## src/rtl/inst_issue_buffer_pkg.sv

```systemverilog
// Shared definitions for the instruction issue buffer: default depth, the
// branch opcode/funct/rt encodings of the execute stage, issue-hint values
// and the queue entry layout.
package inst_issue_buffer_pkg;

    localparam int IB_DEPTH = 16;

    // Primary opcodes
    localparam logic [5:0] EXE_SPECIAL_OP = 6'b000000;
    localparam logic [5:0] EXE_REGIMM_OP  = 6'b000001;
    localparam logic [5:0] EXE_J_OP       = 6'b000010;
    localparam logic [5:0] EXE_JAL_OP     = 6'b000011;
    localparam logic [5:0] EXE_BEQ_OP     = 6'b000100;
    localparam logic [5:0] EXE_BNE_OP     = 6'b000101;
    localparam logic [5:0] EXE_BLEZ_OP    = 6'b000110;
    localparam logic [5:0] EXE_BGTZ_OP    = 6'b000111;

    // SPECIAL funct codes for register jumps
    localparam logic [5:0] EXE_JR_FUNC    = 6'b001000;
    localparam logic [5:0] EXE_JALR_FUNC  = 6'b001001;

    // REGIMM rt codes for the sign branches
    localparam logic [4:0] EXE_BLTZ_RT    = 5'b00000;
    localparam logic [4:0] EXE_BGEZ_RT    = 5'b00001;
    localparam logic [4:0] EXE_BLTZAL_RT  = 5'b10000;
    localparam logic [4:0] EXE_BGEZAL_RT  = 5'b10001;

    // Issue hint values
    localparam logic SINGLE_ISSUE = 1'b0;
    localparam logic DUAL_ISSUE   = 1'b1;

    typedef struct packed {
        logic [31:0] inst;
        logic [31:0] pc;
        logic        is_branch;
        logic        ds;
    } ib_entry_t;

endpackage

```

## src/rtl/inst_issue_buffer_ib_branch_detect.sv

```systemverilog
// ib_branch_detect: flags control-transfer instructions that own a delay slot
// (J, JAL, JR, JALR, BEQ, BNE, BLEZ, BGTZ, BLTZ(AL), BGEZ(AL)).
module ib_branch_detect (
    input  logic [31:0] inst_i,
    output logic        is_branch_o
);
    import inst_issue_buffer_pkg::*;

    // Match the whole word against the branch encodings; other fields are don't-care
    always_comb begin
        is_branch_o = 1'b0;
        casez (inst_i)
            {EXE_J_OP,       {26{1'b?}}},
            {EXE_JAL_OP,     {26{1'b?}}},
            {EXE_BEQ_OP,     {26{1'b?}}},
            {EXE_BNE_OP,     {26{1'b?}}},
            {EXE_BLEZ_OP,    {26{1'b?}}},
            {EXE_BGTZ_OP,    {26{1'b?}}},
            {EXE_SPECIAL_OP, {20{1'b?}}, EXE_JR_FUNC},
            {EXE_SPECIAL_OP, {20{1'b?}}, EXE_JALR_FUNC},
            {EXE_REGIMM_OP,  {5{1'b?}}, EXE_BLTZ_RT,   {16{1'b?}}},
            {EXE_REGIMM_OP,  {5{1'b?}}, EXE_BGEZ_RT,   {16{1'b?}}},
            {EXE_REGIMM_OP,  {5{1'b?}}, EXE_BLTZAL_RT, {16{1'b?}}},
            {EXE_REGIMM_OP,  {5{1'b?}}, EXE_BGEZAL_RT, {16{1'b?}}}: is_branch_o = 1'b1;
            default: is_branch_o = 1'b0;
        endcase
    end

endmodule

```

## src/rtl/inst_issue_buffer.sv

```systemverilog
// inst_issue_buffer: circular instruction queue between the I-cache and the
// decode stage. Takes up to two fetched words per cycle, presents the two
// oldest with PC and delay-slot tag, and keeps a pending delay slot alive
// across a taken-branch redirect.
// Optional feature macro: IB_DUAL_ISSUE_EN enables the slot-2 outputs, the
// issue hint and two-entry pops; without it decode sees one entry per cycle.
module inst_issue_buffer
    import inst_issue_buffer_pkg::*;
#(
    parameter int DEPTH = IB_DEPTH,
    parameter int PTR_W = $clog2(DEPTH)
) (
    input  logic        clk,
    input  logic        rst,
    input  logic        flush_i,
    input  logic        branch_flag_i,
    input  logic        push1_i,
    input  logic        push2_i,
    input  logic [31:0] push_inst1_i,
    input  logic [31:0] push_inst2_i,
    input  logic [31:0] push_pc_i,
    input  logic        stall_i,
    input  logic [1:0]  pop_num_i,
    output logic [31:0] inst1_o,
    output logic [31:0] inst2_o,
    output logic [31:0] pc1_o,
    output logic [31:0] pc2_o,
    output logic        valid1_o,
    output logic        valid2_o,
    output logic        is_in_delayslot1_o,
    output logic        is_in_delayslot2_o,
    output logic        issue_o,
    output logic        full_o,
    output logic        empty_o
);

    localparam logic [PTR_W:0] OCC_ZERO = (PTR_W+1)'(0);
    localparam logic [PTR_W:0] OCC_ONE  = (PTR_W+1)'(1);
    localparam logic [PTR_W:0] OCC_TWO  = (PTR_W+1)'(2);
    localparam logic [PTR_W:0] OCC_FULL = (PTR_W+1)'(DEPTH - 1);

    ib_entry_t        mem_q [DEPTH];
    ib_entry_t        mem_d [DEPTH];
    logic [PTR_W-1:0] head_q, head_d, tail_q, tail_d;
    logic [PTR_W:0]   occ_q, occ_d;
    logic             ds_wait_q, ds_wait_d;
    logic             keep_one_q, keep_one_d;
    logic             last_br_q, last_br_d;

    logic             br1_s, br2_s;
    logic             full_s, empty_s;
    logic             push_ok_s, push_two_s;
    logic [1:0]       push_cnt_s, pop_req_s, pop_cnt_s;
    logic [PTR_W:0]   pop_req_ext_s;
    logic [PTR_W-1:0] head1_s, tail1_s, last_pop_idx_s;

    ib_branch_detect u_br1 (.inst_i(push_inst1_i), .is_branch_o(br1_s));
    ib_branch_detect u_br2 (.inst_i(push_inst2_i), .is_branch_o(br2_s));

    assign full_s         = (occ_q >= OCC_FULL);
    assign empty_s        = (occ_q == OCC_ZERO);
    assign head1_s        = head_q + PTR_W'(1);
    assign tail1_s        = tail_q + PTR_W'(1);
    assign last_pop_idx_s = head_q + PTR_W'(pop_cnt_s) - PTR_W'(1);
    assign pop_req_ext_s  = (PTR_W+1)'(pop_req_s);
    assign full_o         = full_s;
    assign empty_o        = empty_s;

    // Requested pop count, then clamped to what is actually queued
    always_comb begin
        pop_req_s = 2'd0;
        if (stall_i) begin
            pop_req_s = 2'd0;
        end else begin
`ifdef IB_DUAL_ISSUE_EN
            case (pop_num_i)
                2'd0:    pop_req_s = 2'd0;
                2'd1:    pop_req_s = 2'd1;
                default: pop_req_s = 2'd2;
            endcase
`else
            pop_req_s = (pop_num_i != 2'd0) ? 2'd1 : 2'd0;
`endif
        end
        pop_cnt_s = (pop_req_ext_s > occ_q) ? occ_q[1:0] : pop_req_s;
    end

    // Queue next-state: flush, redirect handling, push writes and pops
    always_comb begin
        head_d     = head_q;
        tail_d     = tail_q;
        occ_d      = occ_q;
        ds_wait_d  = ds_wait_q;
        keep_one_d = keep_one_q;
        last_br_d  = last_br_q;
        mem_d      = mem_q;
        push_ok_s  = 1'b0;
        push_two_s = 1'b0;
        push_cnt_s = 2'd0;
        if (flush_i) begin
            head_d     = '0;
            tail_d     = '0;
            occ_d      = '0;
            ds_wait_d  = 1'b0;
            keep_one_d = 1'b0;
            last_br_d  = 1'b0;
        end else begin
            // A redirect only lets the pending delay slot in (slot 1 into an empty queue)
            if (branch_flag_i) begin
                push_ok_s = push1_i & ~full_s & keep_one_q & empty_s;
            end else begin
                push_ok_s = push1_i & ~full_s;
            end
            push_two_s = push_ok_s & push2_i & ~keep_one_q;
            push_cnt_s = {1'b0, push_ok_s} + {1'b0, push_two_s};
            if (push_ok_s) begin
                mem_d[tail_q] = '{inst: push_inst1_i, pc: push_pc_i,
                                  is_branch: br1_s, ds: last_br_q};
                last_br_d  = br1_s;
                keep_one_d = 1'b0;
                if (push_two_s) begin
                    mem_d[tail1_s] = '{inst: push_inst2_i, pc: push_pc_i + 32'd4,
                                       is_branch: br2_s, ds: br1_s};
                    last_br_d      = br2_s;
                end else begin
                    mem_d[tail1_s] = mem_q[tail1_s];
                end
            end else begin
                last_br_d = last_br_q;
            end
            if (branch_flag_i) begin
                if (ds_wait_q && !empty_s) begin
                    // Head is the delay slot of the branch just issued: keep it alone
                    occ_d  = OCC_ONE;
                    tail_d = head1_s;
                end else begin
                    head_d = tail_q;
                    tail_d = tail_q + PTR_W'(push_cnt_s);
                    occ_d  = (PTR_W+1)'(push_cnt_s);
                    if (ds_wait_q) begin
                        keep_one_d = ~push_ok_s;
                    end else begin
                        keep_one_d = keep_one_q & ~push_ok_s;
                    end
                end
            end else begin
                head_d = head_q + PTR_W'(pop_cnt_s);
                tail_d = tail_q + PTR_W'(push_cnt_s);
                occ_d  = occ_q + (PTR_W+1)'(push_cnt_s) - (PTR_W+1)'(pop_cnt_s);
                if (pop_cnt_s != 2'd0) begin
                    ds_wait_d = mem_q[last_pop_idx_s].is_branch;
                end else begin
                    ds_wait_d = ds_wait_q;
                end
            end
        end
    end

    // State and storage registers
    always_ff @(posedge clk) begin
        if (rst) begin
            head_q     <= '0;
            tail_q     <= '0;
            occ_q      <= '0;
            ds_wait_q  <= 1'b0;
            keep_one_q <= 1'b0;
            last_br_q  <= 1'b0;
            for (int i = 0; i < DEPTH; i++) begin
                mem_q[i] <= '0;
            end
        end else begin
            head_q     <= head_d;
            tail_q     <= tail_d;
            occ_q      <= occ_d;
            ds_wait_q  <= ds_wait_d;
            keep_one_q <= keep_one_d;
            last_br_q  <= last_br_d;
            mem_q      <= mem_d;
        end
    end

    // Present the two oldest entries, zeroed when not present
    always_comb begin
        inst1_o            = 32'd0;
        pc1_o              = 32'd0;
        valid1_o           = 1'b0;
        is_in_delayslot1_o = 1'b0;
        inst2_o            = 32'd0;
        pc2_o              = 32'd0;
        valid2_o           = 1'b0;
        is_in_delayslot2_o = 1'b0;
        issue_o            = SINGLE_ISSUE;
        if (!empty_s) begin
            inst1_o            = mem_q[head_q].inst;
            pc1_o              = mem_q[head_q].pc;
            valid1_o           = 1'b1;
            is_in_delayslot1_o = mem_q[head_q].ds;
        end else begin
            valid1_o = 1'b0;
        end
`ifdef IB_DUAL_ISSUE_EN
        if (occ_q >= OCC_TWO) begin
            inst2_o            = mem_q[head1_s].inst;
            pc2_o              = mem_q[head1_s].pc;
            valid2_o           = 1'b1;
            is_in_delayslot2_o = mem_q[head1_s].ds;
            // A slot-2 branch without its delay slot queued must go alone
            issue_o = (mem_q[head1_s].is_branch && (occ_q == OCC_TWO)) ? SINGLE_ISSUE : DUAL_ISSUE;
        end else begin
            valid2_o = 1'b0;
        end
`endif
    end

endmodule

```

## config.mk

```make
export PLATFORM = sky130hd
export DESIGN_NAME = inst_issue_buffer
export DESIGN_NICKNAME = d
export VERILOG_FILES = /design/src/rtl/inst_issue_buffer_pkg.sv /design/src/rtl/inst_issue_buffer_ib_branch_detect.sv /design/src/rtl/inst_issue_buffer.sv
export SDC_FILE = /design/constraint.sdc
export NUM_CORES = 2
export LEC_CHECK = 0
export BUFFER_PORTS_ARGS = -buffer_cell sky130_fd_sc_hd__clkbuf_2
export CAP_MARGIN = 5
export CELL_PAD_IN_SITES_DETAIL_PLACEMENT = 1
export CELL_PAD_IN_SITES_GLOBAL_PLACEMENT = 2
export CORE_UTILIZATION = 40
export CTS_CLUSTER_DIAMETER = 40
export DETAILED_ROUTE_END_ITERATION = 12
export GPL_ROUTABILITY_DRIVEN = 0
export PLACE_DENSITY = 0.85
export SKIP_LAST_GASP = 1
export SLEW_MARGIN = 20
export SYNTH_ARGS = -nofsm -noshare
export SYNTH_HDL_FRONTEND = slang
export SYNTH_SLANG_ARGS = --single-unit
```

## constraint.sdc

```tcl
create_clock -name clk -period 4.55 [get_ports clk]
set_input_delay 0.455 -clock clk [delete_from_list [all_inputs] [get_ports clk]]
set_output_delay 0.455 -clock clk [all_outputs]
set_load 0.05 [all_outputs]
```

# After elaboration in Yosys (flattened, before gate mapping)
# Index checks and enable logic that the tools add are counted.
# Widths: inputs -> output; s select.
word_totals:
  register_bits: 1072
  elab_cells: 178
  out_inout_bits: 135
op_classes:
  n_eq_ne: 25
  magnitude_cmp: 8
  n_reduce_logical: 12
  bitwise: 15
  n_addsub: 9
  n_mux: 39
ops:
  columns: ["operator", "n"]
  rows:
  - ["$bwmux 1056", 3]
  - ["$mux 1056", 1]
  - ["$bmux 66 s4", 3]
  - ["$demux 66 s4", 2]
  - ["$mux 66", 6]
  - ["$eq 11x6->1 const B", 8]
  - ["$mux 32", 2]
  - ["$eq 12x4->1 const B", 4]
  - ["$eq 6x3->1 const B", 8]
  - ["$add 32x3->32 const B", 1]
  - ["$eq 6x2->1 const B", 4]
  - ["$reduce_or 12->1", 2]
  - ["$ge 5x5->1 const B", 4]
  - ["$not 4->5", 4]
  - ["$mux 4", 4]
  - ["$mux 1", 13]
  - ["$lt 5x1->1 const B", 2]
  - ["$add 4x1->4 const B", 2]
  - ["$add 4x2->4", 2]
  - ["$mux 2", 4]
  - ["$and 1x1->1", 6]
  - ["$add 5x2->5", 1]
  - ["$ge 5x4->1 const B", 1]
  - ["$gt 2x5->1", 1]
  - ["other kinds (12)", 20]

# Longest topological paths before layout
logic_depth:
  word_depth: 13
  ltp_mapped: 23
  ltp_nobuf: 19

# By module
# From an unflattened synthesis, not the netlist that was laid out.
unflattened:
  cells_unflattened: 9738
  area_unflattened_um2: 76429.6
by_module_without_submodules:
  columns: ["mod", "cells_per_inst", "instances", "area_each_um2"]
  rows:
  - ["inst_issue_buffer", 9728, 1, 76342.0]
  - ["ib_branch_detect", 5, 2, 43.8]

# Least setup slack after synthesis
# No wires, ideal clock.
synth_timing:
  kind: "reg2reg"
  start: "register tail_q[0]"
  end: "register mem_q[242] in the netlist's numbering"
  setup_time_ns: 0.135
  stages_incl_launch_ff: 19
  arrival_ns: 4.039
  required_ns: 4.415
  path_buffers: 11
  setup_slack_ns: 0.376
  path_cell_list: "dfxtp_1 buf_6 buf_8 buf_6 buf_6 buf_12 inv_2 buf_6 buf_6 ha_1 buf_2 buf_4 buf_2 buf_1 mux4_2 mux2i_1 nor2_1 o311ai_4 o22ai_1"
synth_via:
  elab_chain_len: 8
synth_rtl:
  columns: ["item", "line_no", "text"]
  rows:
  - ["start, declared", "inst_issue_buffer.sv:44", "logic [PTR_W-1:0] head_q, head_d, tail_q, tail_d;"]
  - ["start signal, assigned", "inst_issue_buffer.sv:173", "tail_q <= tail_d;"]
  - ["$add 4x1->4 or $not 4->5 (tied branches)", "inst_issue_buffer.sv:63, inst_issue_buffer.sv:117", null]
  - ["$not 4->5 (implied by the code) (tied with other cells)", "inst_issue_buffer.sv:122, inst_issue_buffer.sv:126", null]
  - ["$ge 5x5->1 (implied by the code) (tied with other cells)", "inst_issue_buffer.sv:122, inst_issue_buffer.sv:126", null]
  - ["$logic_and 1x1->1 (implied by the code) or $mux 66 (tied branches)", "inst_issue_buffer.sv:122, inst_issue_buffer.sv:126, inst_issue_buffer.sv:117", null]
  - ["$mux 66 (implied by the code) or $demux 66 s4 (tied branches)", "inst_issue_buffer.sv:122, inst_issue_buffer.sv:126, inst_issue_buffer.sv:117", null]
  - ["$demux 66 s4 or $bwmux 1056 (tied branches)", "inst_issue_buffer.sv:122, inst_issue_buffer.sv:126, inst_issue_buffer.sv:117", null]
  - ["$bwmux 1056 (on tied branches)", "inst_issue_buffer.sv:126, inst_issue_buffer.sv:122", null]
  - ["$mux 1056 *", "inst_issue_buffer.sv:121", "if (push_two_s) begin"]
  - ["end signal, assigned", "inst_issue_buffer.sv:178", "mem_q <= mem_d;"]
  - ["end, declared", "inst_issue_buffer.sv:42", "ib_entry_t mem_q [DEPTH];"]
# Mark *: on every way between the ends. The rest lies on a longest branch, timed or not. The select of a mux whose other input is x is not followed.
# A chain may end at the register's enable or synchronous reset.

# Worst setup path in the final report
layout_timing:
  start: "register head_q[1]"
  end: "output port pc1_o[2]"
layout_via:
  elab_chain_len: 5
layout_rtl:
  columns: ["item", "line_no", "text"]
  rows:
  - ["start, declared", "inst_issue_buffer.sv:44", null]
  - ["start signal, assigned", "inst_issue_buffer.sv:162", "head_q <= '0;"]
  - ["start signal, assigned", "inst_issue_buffer.sv:172", "head_q <= head_d;"]
  - ["$not 4->5 (implied by the code)", "inst_issue_buffer.sv:195", "pc1_o = mem_q[head_q].pc;"]
  - ["$bmux 66 s4", "inst_issue_buffer.sv:195", null]
  - ["$mux 66 (2 in series)", null, null]
  - ["$mux 32", "inst_issue_buffer.sv:193", "if (!empty_s) begin"]
  - ["end, declared", "inst_issue_buffer.sv:26", "output logic [31:0] pc1_o,"]
# No other way between the ends. The select of a mux whose other input is x is not followed.

==> out/qor.yml <==
clock_tree:
  clk_latency_ps: 900
  cts_resized: 0
  numCtsBuffers: 222
  cts_buffer_depth: 3
  cts_hold_buf: 24
  cts_tree: "built"
  clk_pin_slew_ps: 50
  htree_levels: 4
  clockRootBuffer: "clkbuf_16"
  cts_setup_buffers: 0
  clock_sinks: 1072
power_and_ir_drop:
  leakage_nw: 28.7
  finalPower_mw: 30.6
  cellPowerDensity_nw_per_um2: 343
  ir_drop_v: 0.000376
routing:
  wl_met3_mm: 51.5
  drtAntennaViolNets: 0
  first_pass_iters: 7
  wl_mm: 414
  wl_met2_mm: 179
  num_vias: 86746
  top_layer_used: "met5"
  drt-met1-wl_mm: 144
  drc: 0
  vias_per_cell: 7.44
  wl_per_cell_um: 35.5
  drtIter0Drc: 11222
layout:
  n_fill_cell: 22027
  drive_gt1_frac: 0.175
  syn2layout_area_growth_pct: 14.5
  fin_nets: 9054
yosys:
  ys_seq_area_frac: 0.275
  postSynthCellCount: 9298
  synth_seq_cells: 1072
  synth_top_area_frac: 0.275
  ys_warn_count: 0
  synth_area_leaders: "dfxtp_1 28%, mux4_2 16%, nand2_1 8.4%"
  syn-cell-area_um2: 78000
  postSynthAreaPerCell_um2: 8.39
  synth_ff_type: "dfxtp_1"
  async_reset_ff_frac: 0
  synth_top_area_cell: "dfxtp_1"
  yosys-top-cells-count: "1753 x nand2_1, 1072 x dfxtp_1, 903 x a21oi_1"
  yosysMostFrequentCell: "nand2_1"
  synth_edf_count: 0
  synthDistinctLibCells: 101
worst_hold_path:
  worstHoldStart: "push_inst2_i[3]"
  hp-class: "input port to register"
  whs_path_depth: 3
  hold_end: "mem_q[829]"
floorplanning:
  dieArea_um2: 197000
  start_util: 0.404
  die_w_um: 444
  row_count: 161
  coreArea_um2: 193000
  die_h_um: 444
  pin_count: 240
critical_path:
  r2r-end: "mem_q[435]"
  reg2reg_slack_ps: 410
  worstRegToRegCells: 8
  required_ps: 4090
  timing.rr.start: "tail_q[1]"
  end_kind: "primary output"
  arrival_ps: 3800
  cp-start-kind: "register"
  cp_max_fo: 41
  critPathKind: "register to primary output"
timing:
  finalHoldViolCount: 0
  setup_viol: 0
  tns_ps: 0
  fmax_ghz: 0.235
  fin_skew_ps: 45.9
  tightest_slew_ps: 1340
  max_slew_margin: 0.0992
  finalMaxSlewViolations: 0
  rsz0062_at_grt: "false"
  period_needed_ps: 4250
  finalCritPeriodShare: 0.935
global_routing:
  antenna_found_initial: 38
  grt_pass1_wl_mm: 598
  grt_max_degree: 192
  first_global_vias: 87866
  gr-total-overflow: 0
  grtUsageTotal: 0.405
run_status:
  status: "finished clean"
placed_design:
  port_buffers: 172
  dp_hpwl_mm: 236
flow_run:
  cap_violations: 0
-- layer usage --
| layer | track usage | vias up |
|---|---|---|
| li1 | - | 34261 |
| met1 | 0.477 | 43366 |
| met2 | 0.615 | 6675 |
| met3 | 0.119 | 2420 |
| met4 | 0.324 | 24 |
| met5 | 0 | - |
-- cell usage in the layout (no fill, tap or decap), types with 76 or more instances in the layout --
master     synthesis  layout
a211oi_1          88      88
nand3_1          355     349
and2_1           221     215
a211o_1           98      97
and3_1            82      76
mux4_2           567     567
a32o_1           147     147
mux2i_1          455     451
clkbuf_2           1     171
a21oi_1          903     903
o22ai_1          248     248
buf_12             2      83
nor2_1           302     291
nand2_1         1753    1740
a22o_1           131     131
a31oi_1          244     244
dfxtp_1         1072    1067
a221oi_1          92      92
clkbuf_16          0     225
buf_4             96     218
nor3_1           248     245
o21ai_0          371     367
-- sequential cells by signal, indices dropped and copies added (netlist names) --
name / count
mem_q: 1056
occ_q: 5
head_q: 4
tail_q: 4
ds_wait_q: 1
keep_one_q: 1
last_br_q: 1
-- final cells by class --
| type | instances | area, µm² | share of cell area |
|---|---|---|---|
| Antenna cell | 20 | 50.0 | 0.000560 |
| Inverter | 31 | 131 | 0.00147 |
| Tap cell | 2526 | 3160 | 0.0354 |
| Clock inverter | 126 | 1950 | 0.0218 |
| Sequential cell | 1072 | 21500 | 0.240 |
| Timing Repair Buffer | 497 | 4410 | 0.0494 |
| Clock buffer | 290 | 6190 | 0.0694 |
| Multi-Input combinational cell | 7096 | 51900 | 0.582 |
-- how the worst max path moves through the flow --
stage	from	to	slack, ps	depth (start not counted)
floorplan	tail_q[0]	mem_q[242]	380	18
global placement	stall_i	ds_wait_q	-60	18
detailed placement	stall_i	ds_wait_q	290	18
CTS	head_q[0]	inst1_o[5]	280	5
global route	head_q[0]	inst1_o[5]	220	5
finish	head_q[1]	pc1_o[2]	300	5
-- worst max-delay path, cell delays in order, from the launching register on --
cell      delay, ps
dfxtp_4         830
buf_12          380
mux4_2          570
mux4_2          620
and2_1          220
clkbuf_2        230
-- per-stage QoR --
stage               hold WS (ps)   util  worst slack [ps]  instances  instance area [µm²]
finish                      37.5  0.462               297      11658                89300
global route                40.6  0.462               224      11644                89300
CTS                         4.27  0.462               276      11638                89200
detailed placement           473  0.419               292      11198                80900
global placement             459  0.418             -56.9      11198                80800
floorplan                    442      -               376       9365                78200
-- kinds of logic after synthesis --
group,after synthesis,synth area share
simple gates,3105,0.175
mux,1065,0.233
buf+inv,1197,0.0693
flops,1072,0.275
other cells,2,0.0000963
compound gates,2804,0.238
xor+xnor,24,0.00321
fa+ha+maj,29,0.00494
-- power breakdown --
part	leakage, nW	internal [mW]	switching (mW)
clock	3.93	11.8	6.22
combinational	16.1	0.776	2.23
sequential	8.64	9.46	0.0903
total	28.7	22.1	8.54
No activity file was read; power rests on OpenSTA's default activity.
